==> config.mk <==
export PLATFORM = sky130hd
export DESIGN_NAME = tlb_rqst_arbiter_flat
export DESIGN_NICKNAME = d
export VERILOG_FILES = /design/src/rtl/tlb_rqst_arbiter_if.sv /design/src/rtl/tlb_rqst_arbiter.sv /design/src/flat_wrapper.sv
export SDC_FILE = /design/constraint.sdc
export NUM_CORES = 1
export LEC_CHECK = 0
export BUFFER_PORTS_ARGS = -buffer_cell sky130_fd_sc_hd__buf_2
export CAP_MARGIN = 20
export CORE_MARGIN = 3
export CORE_UTILIZATION = 35
export DETAILED_ROUTE_END_ITERATION = 12
export PLACE_DENSITY = 0.66
export SYNTH_ARGS = -nofsm -noshare
export SYNTH_HDL_FRONTEND = slang
export SYNTH_SLANG_ARGS = --single-unit
==> constraint.sdc <==
create_clock -name clk -period 3.3 [get_ports clk]
set_input_delay 0.825 -clock clk [delete_from_list [all_inputs] [get_ports clk]]
set_output_delay 0.825 -clock clk [all_outputs]
set_load 0.005 [all_outputs]
==> src/rtl/tlb_rqst_arbiter_if.sv <==
// ---------------------------------------------------------------------------
// tlb_rqst_arbiter_if
// Bundles every signal between the two translation requesters, the shared
// speculative TLB and the tlb_rqst_arbiter.
//   Requester side : REQ_x, VADDR_x, SPEC_x in; DONE_x, PADDR_x, HIT_x out
//   TLB side       : TRANS_RQST, SPEC_TLB_RQST, VIRT_ADDR_LOOKUP out;
//                    DONE_TRANS, PHY_ADDR_TRANS, TLB_HIT in
//   Statistics     : LOOKUPS_x, HITS_x out
// Modports: slave = the arbiter, master = the environment (requesters + TLB).
// ---------------------------------------------------------------------------
interface tlb_rqst_arbiter_if #(
   parameter int ADDR_W = 9,
   parameter int CNT_W  = 8
);
   logic              REQ_A;
   logic              REQ_B;
   logic [ADDR_W-1:0] VADDR_A;
   logic [ADDR_W-1:0] VADDR_B;
   logic              SPEC_A;
   logic              SPEC_B;
   logic              DONE_A;
   logic              DONE_B;
   logic [ADDR_W-1:0] PADDR_A;
   logic [ADDR_W-1:0] PADDR_B;
   logic              HIT_A;
   logic              HIT_B;
   logic              TRANS_RQST;
   logic              SPEC_TLB_RQST;
   logic [ADDR_W-1:0] VIRT_ADDR_LOOKUP;
   logic              DONE_TRANS;
   logic [ADDR_W-1:0] PHY_ADDR_TRANS;
   logic              TLB_HIT;
   logic [CNT_W-1:0]  LOOKUPS_A;
   logic [CNT_W-1:0]  HITS_A;
   logic [CNT_W-1:0]  LOOKUPS_B;
   logic [CNT_W-1:0]  HITS_B;

   modport slave (
      input  REQ_A, REQ_B, VADDR_A, VADDR_B, SPEC_A, SPEC_B,
      input  DONE_TRANS, PHY_ADDR_TRANS, TLB_HIT,
      output DONE_A, DONE_B, PADDR_A, PADDR_B, HIT_A, HIT_B,
      output TRANS_RQST, SPEC_TLB_RQST, VIRT_ADDR_LOOKUP,
      output LOOKUPS_A, HITS_A, LOOKUPS_B, HITS_B
   );

   modport master (
      output REQ_A, REQ_B, VADDR_A, VADDR_B, SPEC_A, SPEC_B,
      output DONE_TRANS, PHY_ADDR_TRANS, TLB_HIT,
      input  DONE_A, DONE_B, PADDR_A, PADDR_B, HIT_A, HIT_B,
      input  TRANS_RQST, SPEC_TLB_RQST, VIRT_ADDR_LOOKUP,
      input  LOOKUPS_A, HITS_A, LOOKUPS_B, HITS_B
   );
endinterface

==> src/rtl/tlb_rqst_arbiter.sv <==
// ---------------------------------------------------------------------------
// tlb_rqst_arbiter
// Shares one speculative TLB between two requesters (A = fetch, B = data).
// A request is granted round-robin, issued to the TLB as a one-cycle
// TRANS_RQST pulse, and the result returned to the winner with a one-cycle
// DONE_x pulse.
// Ports:
//   clk - single clock, all logic on posedge
//   rst - synchronous active-high reset
//   bus - tlb_rqst_arbiter_if.slave (requester, TLB and statistics signals)
// Optional feature: define TLB_ARB_STATS_EN to build saturating per-port
// lookup/hit counters; otherwise the counter outputs are tied to zero.
// ---------------------------------------------------------------------------
module tlb_rqst_arbiter #(
   parameter int ADDR_W = 9,
   parameter int CNT_W  = 8
) (
   input logic               clk,
   input logic               rst,
   tlb_rqst_arbiter_if.slave bus
);

   typedef enum logic [1:0] {IDLE, ISSUE, WAIT, RESP} state_t;

   localparam logic PORT_A = 1'b0;
   localparam logic PORT_B = 1'b1;

   state_t            state;
   logic              gnt;
   logic              last_gnt;
   logic              done_q;
   logic              trans_rqst;
   logic              spec_rqst;
   logic [ADDR_W-1:0] virt_addr;
   logic              done_a;
   logic              done_b;
   logic [ADDR_W-1:0] paddr_a;
   logic [ADDR_W-1:0] paddr_b;
   logic              hit_a;
   logic              hit_b;
   logic              pick;
   logic              done_rise;

   // Only a fresh rising edge counts, so a completion left high from an
   // earlier lookup cannot finish the current one.
   assign done_rise = bus.DONE_TRANS & ~done_q;

   // Arbitration: a lone requester wins; on a tie the port not served last wins.
   always_comb begin
      pick = PORT_A;
      if (bus.REQ_A && bus.REQ_B) begin
         pick = (last_gnt == PORT_B) ? PORT_A : PORT_B;
      end else if (bus.REQ_B) begin
         pick = PORT_B;
      end else begin
         pick = PORT_A;
      end
   end

   // Main FSM: grant, issue, wait for completion, respond.
   always_ff @(posedge clk) begin
      if (rst) begin
         state      <= IDLE;
         gnt        <= PORT_A;
         last_gnt   <= PORT_B;
         done_q     <= 1'b0;
         trans_rqst <= 1'b0;
         spec_rqst  <= 1'b0;
         virt_addr  <= {ADDR_W{1'b0}};
         done_a     <= 1'b0;
         done_b     <= 1'b0;
         paddr_a    <= {ADDR_W{1'b0}};
         paddr_b    <= {ADDR_W{1'b0}};
         hit_a      <= 1'b0;
         hit_b      <= 1'b0;
      end else begin
         done_q <= bus.DONE_TRANS;
         case (state)
            IDLE: begin
               done_a <= 1'b0;
               done_b <= 1'b0;
               if (bus.REQ_A || bus.REQ_B) begin
                  gnt        <= pick;
                  virt_addr  <= (pick == PORT_B) ? bus.VADDR_B : bus.VADDR_A;
                  spec_rqst  <= (pick == PORT_B) ? bus.SPEC_B  : bus.SPEC_A;
                  trans_rqst <= 1'b1;
                  state      <= ISSUE;
               end else begin
                  state <= IDLE;
               end
            end
            ISSUE: begin
               trans_rqst <= 1'b0;
               spec_rqst  <= 1'b0;
               state      <= WAIT;
            end
            WAIT: begin
               if (done_rise) begin
                  if (gnt == PORT_A) begin
                     paddr_a <= bus.PHY_ADDR_TRANS;
                     hit_a   <= bus.TLB_HIT;
                     done_a  <= 1'b1;
                  end else begin
                     paddr_b <= bus.PHY_ADDR_TRANS;
                     hit_b   <= bus.TLB_HIT;
                     done_b  <= 1'b1;
                  end
                  state <= RESP;
               end else begin
                  state <= WAIT;
               end
            end
            RESP: begin
               done_a   <= 1'b0;
               done_b   <= 1'b0;
               last_gnt <= gnt;
               state    <= IDLE;
            end
            default: begin
               trans_rqst <= 1'b0;
               spec_rqst  <= 1'b0;
               done_a     <= 1'b0;
               done_b     <= 1'b0;
               state      <= IDLE;
            end
         endcase
      end
   end

   assign bus.TRANS_RQST       = trans_rqst;
   assign bus.SPEC_TLB_RQST    = spec_rqst;
   assign bus.VIRT_ADDR_LOOKUP = virt_addr;
   assign bus.DONE_A           = done_a;
   assign bus.DONE_B           = done_b;
   assign bus.PADDR_A          = paddr_a;
   assign bus.PADDR_B          = paddr_b;
   assign bus.HIT_A            = hit_a;
   assign bus.HIT_B            = hit_b;

`ifdef TLB_ARB_STATS_EN
   logic [CNT_W-1:0] lookups_a;
   logic [CNT_W-1:0] hits_a;
   logic [CNT_W-1:0] lookups_b;
   logic [CNT_W-1:0] hits_b;

   // Saturating increment: an all-ones counter stays put.
   function automatic logic [CNT_W-1:0] sat_inc(input logic [CNT_W-1:0] v);
      if (v == {CNT_W{1'b1}}) begin
         return v;
      end else begin
         return v + {{(CNT_W-1){1'b0}}, 1'b1};
      end
   endfunction

   // Statistics: count in RESP, when the captured hit flag is already stable.
   always_ff @(posedge clk) begin
      if (rst) begin
         lookups_a <= {CNT_W{1'b0}};
         hits_a    <= {CNT_W{1'b0}};
         lookups_b <= {CNT_W{1'b0}};
         hits_b    <= {CNT_W{1'b0}};
      end else if (state == RESP) begin
         if (gnt == PORT_A) begin
            lookups_a <= sat_inc(lookups_a);
            if (hit_a) begin
               hits_a <= sat_inc(hits_a);
            end
         end else begin
            lookups_b <= sat_inc(lookups_b);
            if (hit_b) begin
               hits_b <= sat_inc(hits_b);
            end
         end
      end
   end

   assign bus.LOOKUPS_A = lookups_a;
   assign bus.HITS_A    = hits_a;
   assign bus.LOOKUPS_B = lookups_b;
   assign bus.HITS_B    = hits_b;
`else
   assign bus.LOOKUPS_A = {CNT_W{1'b0}};
   assign bus.HITS_A    = {CNT_W{1'b0}};
   assign bus.LOOKUPS_B = {CNT_W{1'b0}};
   assign bus.HITS_B    = {CNT_W{1'b0}};
`endif

endmodule

==> src/flat_wrapper.sv <==
// flat-port wrapper written by rule: the top's interface ports become plain ports
module tlb_rqst_arbiter_flat 
#(
   parameter int ADDR_W = 9,
   parameter int CNT_W  = 8
)
  (clk, rst, bus_REQ_A, bus_REQ_B, bus_VADDR_A, bus_VADDR_B, bus_SPEC_A, bus_SPEC_B, bus_DONE_TRANS, bus_PHY_ADDR_TRANS, bus_TLB_HIT, bus_DONE_A, bus_DONE_B, bus_PADDR_A, bus_PADDR_B, bus_HIT_A, bus_HIT_B, bus_TRANS_RQST, bus_SPEC_TLB_RQST, bus_VIRT_ADDR_LOOKUP, bus_LOOKUPS_A, bus_HITS_A, bus_LOOKUPS_B, bus_HITS_B);
  tlb_rqst_arbiter_if #(.ADDR_W(ADDR_W), .CNT_W(CNT_W)) bus_i ();
  input logic clk;
  input logic rst;
  input wire logic [$bits(bus_i.REQ_A)-1:0] bus_REQ_A;
  input wire logic [$bits(bus_i.REQ_B)-1:0] bus_REQ_B;
  input wire logic [$bits(bus_i.VADDR_A)-1:0] bus_VADDR_A;
  input wire logic [$bits(bus_i.VADDR_B)-1:0] bus_VADDR_B;
  input wire logic [$bits(bus_i.SPEC_A)-1:0] bus_SPEC_A;
  input wire logic [$bits(bus_i.SPEC_B)-1:0] bus_SPEC_B;
  input wire logic [$bits(bus_i.DONE_TRANS)-1:0] bus_DONE_TRANS;
  input wire logic [$bits(bus_i.PHY_ADDR_TRANS)-1:0] bus_PHY_ADDR_TRANS;
  input wire logic [$bits(bus_i.TLB_HIT)-1:0] bus_TLB_HIT;
  output wire logic [$bits(bus_i.DONE_A)-1:0] bus_DONE_A;
  output wire logic [$bits(bus_i.DONE_B)-1:0] bus_DONE_B;
  output wire logic [$bits(bus_i.PADDR_A)-1:0] bus_PADDR_A;
  output wire logic [$bits(bus_i.PADDR_B)-1:0] bus_PADDR_B;
  output wire logic [$bits(bus_i.HIT_A)-1:0] bus_HIT_A;
  output wire logic [$bits(bus_i.HIT_B)-1:0] bus_HIT_B;
  output wire logic [$bits(bus_i.TRANS_RQST)-1:0] bus_TRANS_RQST;
  output wire logic [$bits(bus_i.SPEC_TLB_RQST)-1:0] bus_SPEC_TLB_RQST;
  output wire logic [$bits(bus_i.VIRT_ADDR_LOOKUP)-1:0] bus_VIRT_ADDR_LOOKUP;
  output wire logic [$bits(bus_i.LOOKUPS_A)-1:0] bus_LOOKUPS_A;
  output wire logic [$bits(bus_i.HITS_A)-1:0] bus_HITS_A;
  output wire logic [$bits(bus_i.LOOKUPS_B)-1:0] bus_LOOKUPS_B;
  output wire logic [$bits(bus_i.HITS_B)-1:0] bus_HITS_B;
  assign bus_i.REQ_A = bus_REQ_A;
  assign bus_i.REQ_B = bus_REQ_B;
  assign bus_i.VADDR_A = bus_VADDR_A;
  assign bus_i.VADDR_B = bus_VADDR_B;
  assign bus_i.SPEC_A = bus_SPEC_A;
  assign bus_i.SPEC_B = bus_SPEC_B;
  assign bus_i.DONE_TRANS = bus_DONE_TRANS;
  assign bus_i.PHY_ADDR_TRANS = bus_PHY_ADDR_TRANS;
  assign bus_i.TLB_HIT = bus_TLB_HIT;
  assign bus_DONE_A = bus_i.DONE_A;
  assign bus_DONE_B = bus_i.DONE_B;
  assign bus_PADDR_A = bus_i.PADDR_A;
  assign bus_PADDR_B = bus_i.PADDR_B;
  assign bus_HIT_A = bus_i.HIT_A;
  assign bus_HIT_B = bus_i.HIT_B;
  assign bus_TRANS_RQST = bus_i.TRANS_RQST;
  assign bus_SPEC_TLB_RQST = bus_i.SPEC_TLB_RQST;
  assign bus_VIRT_ADDR_LOOKUP = bus_i.VIRT_ADDR_LOOKUP;
  assign bus_LOOKUPS_A = bus_i.LOOKUPS_A;
  assign bus_HITS_A = bus_i.HITS_A;
  assign bus_LOOKUPS_B = bus_i.LOOKUPS_B;
  assign bus_HITS_B = bus_i.HITS_B;
  tlb_rqst_arbiter #(.ADDR_W(ADDR_W), .CNT_W(CNT_W)) u_core (.clk(clk), .rst(rst), .bus(bus_i));
endmodule
==> impl_metrics.env <==
export IMPL_comb_power_share_pct=19.1
export IMPL_fin_nets=315
export IMPL_critPathMaxStageDelay_ps=500
export IMPL_grt_first_pass_wirelength_um=5770
export IMPL_hold_ws_ps=454
export IMPL_post_cts_buffers=0
export IMPL_final_cells=343
export IMPL_ys_seq_elements=38
export IMPL_dieHeight_um=77.1
export IMPL_synth_top_family_by_area="simple AND/OR/NAND/NOR gates"
export IMPL_antenna_found_initial=0
export IMPL_path_clk_slew_ps=70
export IMPL_fin_skew_ps=5.76
export IMPL_grt_pass1_vias=1261
export IMPL_h_tree_depth=2
export IMPL_worstMarginPinSlew_ps=717
export IMPL_cts_tree="yes"
export IMPL_powerDensity_nw_per_um2=491
export IMPL_start_util_pct=36.8
export IMPL_r2r_setup_slack_ps=1600
export IMPL_drtIter0Drc=41
export IMPL_crit_start="bus_REQ_B"
export IMPL_syn_to_final_growth_pct=20.3
export IMPL_muxShareOfSynthArea_pct=6.21
export IMPL_avgSynthCellArea_um2=8.44
export IMPL_numCtsBuffers=5
export IMPL_synth_cells=210
export IMPL_coreArea_um2=4820
export IMPL_synth_area_um2=1770
export IMPL_boundaryPins=100
export IMPL_worstPathMaxFanout=11
export IMPL_setup_viol=0
export IMPL_switching_share_pct=27.9
export IMPL_drtAntennaViolNets=0
export IMPL_tns_ps=0
export IMPL_crit_chain="buf_2, a21boi_2, buf_4, nor2_1, or4b_1, a21oi_1"
export IMPL_track_usage_pct=12.0
export IMPL_period_needed_ps=1810
export IMPL_p_int_uw=755
export IMPL_synth_seq_area_share_pct=42.9
export IMPL_timing_slew_headroom_pct=52.0
export IMPL_die_area_um2=5950
export IMPL_cts_max_path_buffers=2
export IMPL_cp_required_ps=3510
export IMPL_grt_ovfl_total=0
export IMPL_cp_data_arrival_time_ps=2020
export IMPL_final_hold_viol_count=0
export IMPL_grt_max_degree=39
export IMPL_p_leak_nw=1.00
export IMPL_cp_start_kind="input pin"
export IMPL_status="complete, no violations"
export IMPL_synthAdderAreaFrac_pct=3.53
export IMPL_yosysUniqueCellTypes=23
export IMPL_fill_cells=521
export IMPL_p_seq_share_pct=49.6
export IMPL_r2r_start="u_core.state[1]$_SDFF_PP0_"
export IMPL_remaining_drc_errors=0
export IMPL_drt_wl_total_um=3620
export IMPL_clkPwrFrac_pct=31.3
export IMPL_drtPass1Iterations=4
export IMPL_num_vias=1444
export IMPL_clock_latency_ps=290
export IMPL_drv_cap=0
export IMPL_gp_congestion=0.702
export IMPL_max_freq_ghz=0.552
export IMPL_p_sw_uw=292
export IMPL_finalCritPeriodShare_pct=54.9
export IMPL_worst_setup_path_end_kind="flip-flop"
export IMPL_cts_sinks=38
export IMPL_final_seq_area_um2=761
export IMPL_numPortBuffers=67
export IMPL_rr_worst_depth=5
export IMPL_vias_per_cell=4.21
export IMPL_timing_rr_end="u_core.bus.TRANS_RQST$_SDFFE_PP0P_"
export IMPL_slowest_stage="or4b_1"
export IMPL_path_class="in -> reg"
export IMPL_rsz0062_at_grt="no"
export IMPL_dp_cells=335
export IMPL_multi_input_area_um2=838
export IMPL_n_antenna_cell=0
export IMPL_row_count=25
export IMPL_slew_violations=0
export IMPL_synth_compound_area_share_pct=13.4
export IMPL_cts_resized=0
export IMPL_ctsHoldBuffers=0
export IMPL_cts_root_buffer="clkbuf_8"
export IMPL_drive_above_1_share_pct=28.3
export IMPL_wl_per_cell_um=10.5
export IMPL_synth_xor_area_share_pct=0
export IMPL_dp_hpwl_um=2670
export IMPL_holdCritPathClass="reg -> reg"
export IMPL_ir_drop_v=0.000199
export IMPL_fp_dieW_um=77.1
export IMPL_ys_warn_count=0
export IMPL_synthSimpleGateAreaFrac_pct=17.4
export IMPL_cp_endpoint="u_core.bus.SPEC_TLB_RQST$_SDFFE_PP0P_"
==> worst max-delay path, delay by kind of cell <==
kind,cells,cell delay [ps]
compound gates,2,310
buf+inv,2,330
simple gates,2,550
==> synth_stat cells (all sizes together) <==
cell     n  area, um^2
a211oi  10        75.1
a211o    1        8.76
buf     33         248
mux2i   11         110
o21ai    1        5.00
dfxtp   38         761
a21boi   1        11.3
nor2b    3        18.8
nand2   41         154
or3b     1        8.76
conb     1        3.75
o21a     1        7.51
nand3b   2        15.0
nand2b   3        18.8
a22oi    2        15.0
clkbuf   8        30.0
a21oi   23         115
nor2    19        71.3
or4b     1        10.0
inv      3        11.3
nand3    1        5.00
ha       5        62.6
or2      1        6.26
==> per-stage QoR <==
stage               utilization (%)  setup WS [ps]  total power, mW  cell area (um^2)
floorplan                         -           1610            0.682              1890
global placement               42.3           1250            0.729              2040
detailed placement             42.3           1190            0.731              2040
CTS                            44.3           1500             1.07              2130
global route                   44.3           1360             1.11              2130
finish                         44.3           1490             1.05              2130
==> power by group through the flow <==
stage | clock network (mW) | registers [mW] | logic [mW]
2_1_floorplan | 0 | 0.531 | 0.150
3_3_place_gp | 0 | 0.530 | 0.198
3_5_place_dp | 0 | 0.530 | 0.201
4_1_cts | 0.344 | 0.520 | 0.202
5_1_grt | 0.362 | 0.525 | 0.227
6_report | 0.327 | 0.520 | 0.200
==> routing by layer <==
layer	global-route usage, %	wire length, um	vias to the layer above
met4	3.20	40	0
met2	18.2	1630	59
met5	0	0	-
met1	15.2	1630	615
met3	5.52	319	5
li1	-	-	765
==> logic make-up after synthesis <==
| logic type | after synthesis |
|---|---|
| AOI/OAI and AO/OA | 39 |
| muxes | 11 |
| other | 1 |
| DFF | 38 |
| and+or+nand+nor | 72 |
| adders and majority gates | 5 |
| buffers and inverters | 44 |
==> cell usage in the layout, fill, tap and decap left out, types with 2 or more instances in the layout <==
| cell type | n |
|---|---|
| nor2b_1 | 3 |
| nand2_1 | 41 |
| nand2b_1 | 3 |
| conb_1 | 32 |
| a22oi_1 | 2 |
| clkbuf_8 | 6 |
| inv_1 | 3 |
| a21oi_1 | 23 |
| a211oi_1 | 10 |
| ha_1 | 5 |
| mux2i_1 | 11 |
| buf_2 | 67 |
| nand3b_1 | 2 |
| dfxtp_1 | 38 |
| nor2_1 | 19 |
==> layout make-up <==
| class | count | share of cell area (%) |
|---|---|---|
| Multi-Input combinational cell | 159 | 39.3 |
| Sequential cell | 38 | 35.7 |
| Timing Repair Buffer | 68 | 16.1 |
| Tap cell | 67 | 3.93 |
| Clock buffer | 6 | 3.87 |
| Clock inverter | 2 | 0.587 |
| Inverter | 3 | 0.528 |
==> state kept, by name (all words and copies together) (netlist names) <==
| name | flops |
|---|---|
| u_core.bus.HIT_A | 1 |
| u_core.state | 2 |
| u_core.bus.SPEC_TLB_RQST | 1 |
| u_core.bus.DONE_A | 1 |
| u_core.bus.TRANS_RQST | 1 |
| u_core.gnt | 1 |
| u_core.done_q | 1 |
| u_core.last_gnt | 1 |
| u_core.bus.HIT_B | 1 |
| u_core.bus.PADDR_A | 9 |
| u_core.bus.PADDR_B | 9 |
| u_core.bus.DONE_B | 1 |
| u_core.bus.VIRT_ADDR_LOOKUP | 9 |
==> worst min path at each step <==
stage | slack, ps | start | endpoint | cells past startpoint
5_1_grt | 480 | u_core.bus.PADDR_B[3]$_SDFFE_PP0P_ | u_core.bus.PADDR_B[3]$_SDFFE_PP0P_ | 2
3_3_place_gp | 440 | u_core.bus.PADDR_A[5]$_SDFFE_PP0P_ | u_core.bus.PADDR_A[5]$_SDFFE_PP0P_ | 2
3_5_place_dp | 450 | u_core.bus.PADDR_B[7]$_SDFFE_PP0P_ | u_core.bus.PADDR_B[7]$_SDFFE_PP0P_ | 2
4_1_cts | 460 | u_core.bus.PADDR_A[0]$_SDFFE_PP0P_ | u_core.bus.PADDR_A[0]$_SDFFE_PP0P_ | 2
6_report | 450 | u_core.bus.PADDR_A[4]$_SDFFE_PP0P_ | u_core.bus.PADDR_A[4]$_SDFFE_PP0P_ | 2
2_1_floorplan | 450 | u_core.bus.HIT_A$_SDFFE_PP0P_ | u_core.bus.HIT_A$_SDFFE_PP0P_ | 2
No activity file was read; power rests on OpenSTA's default activity.
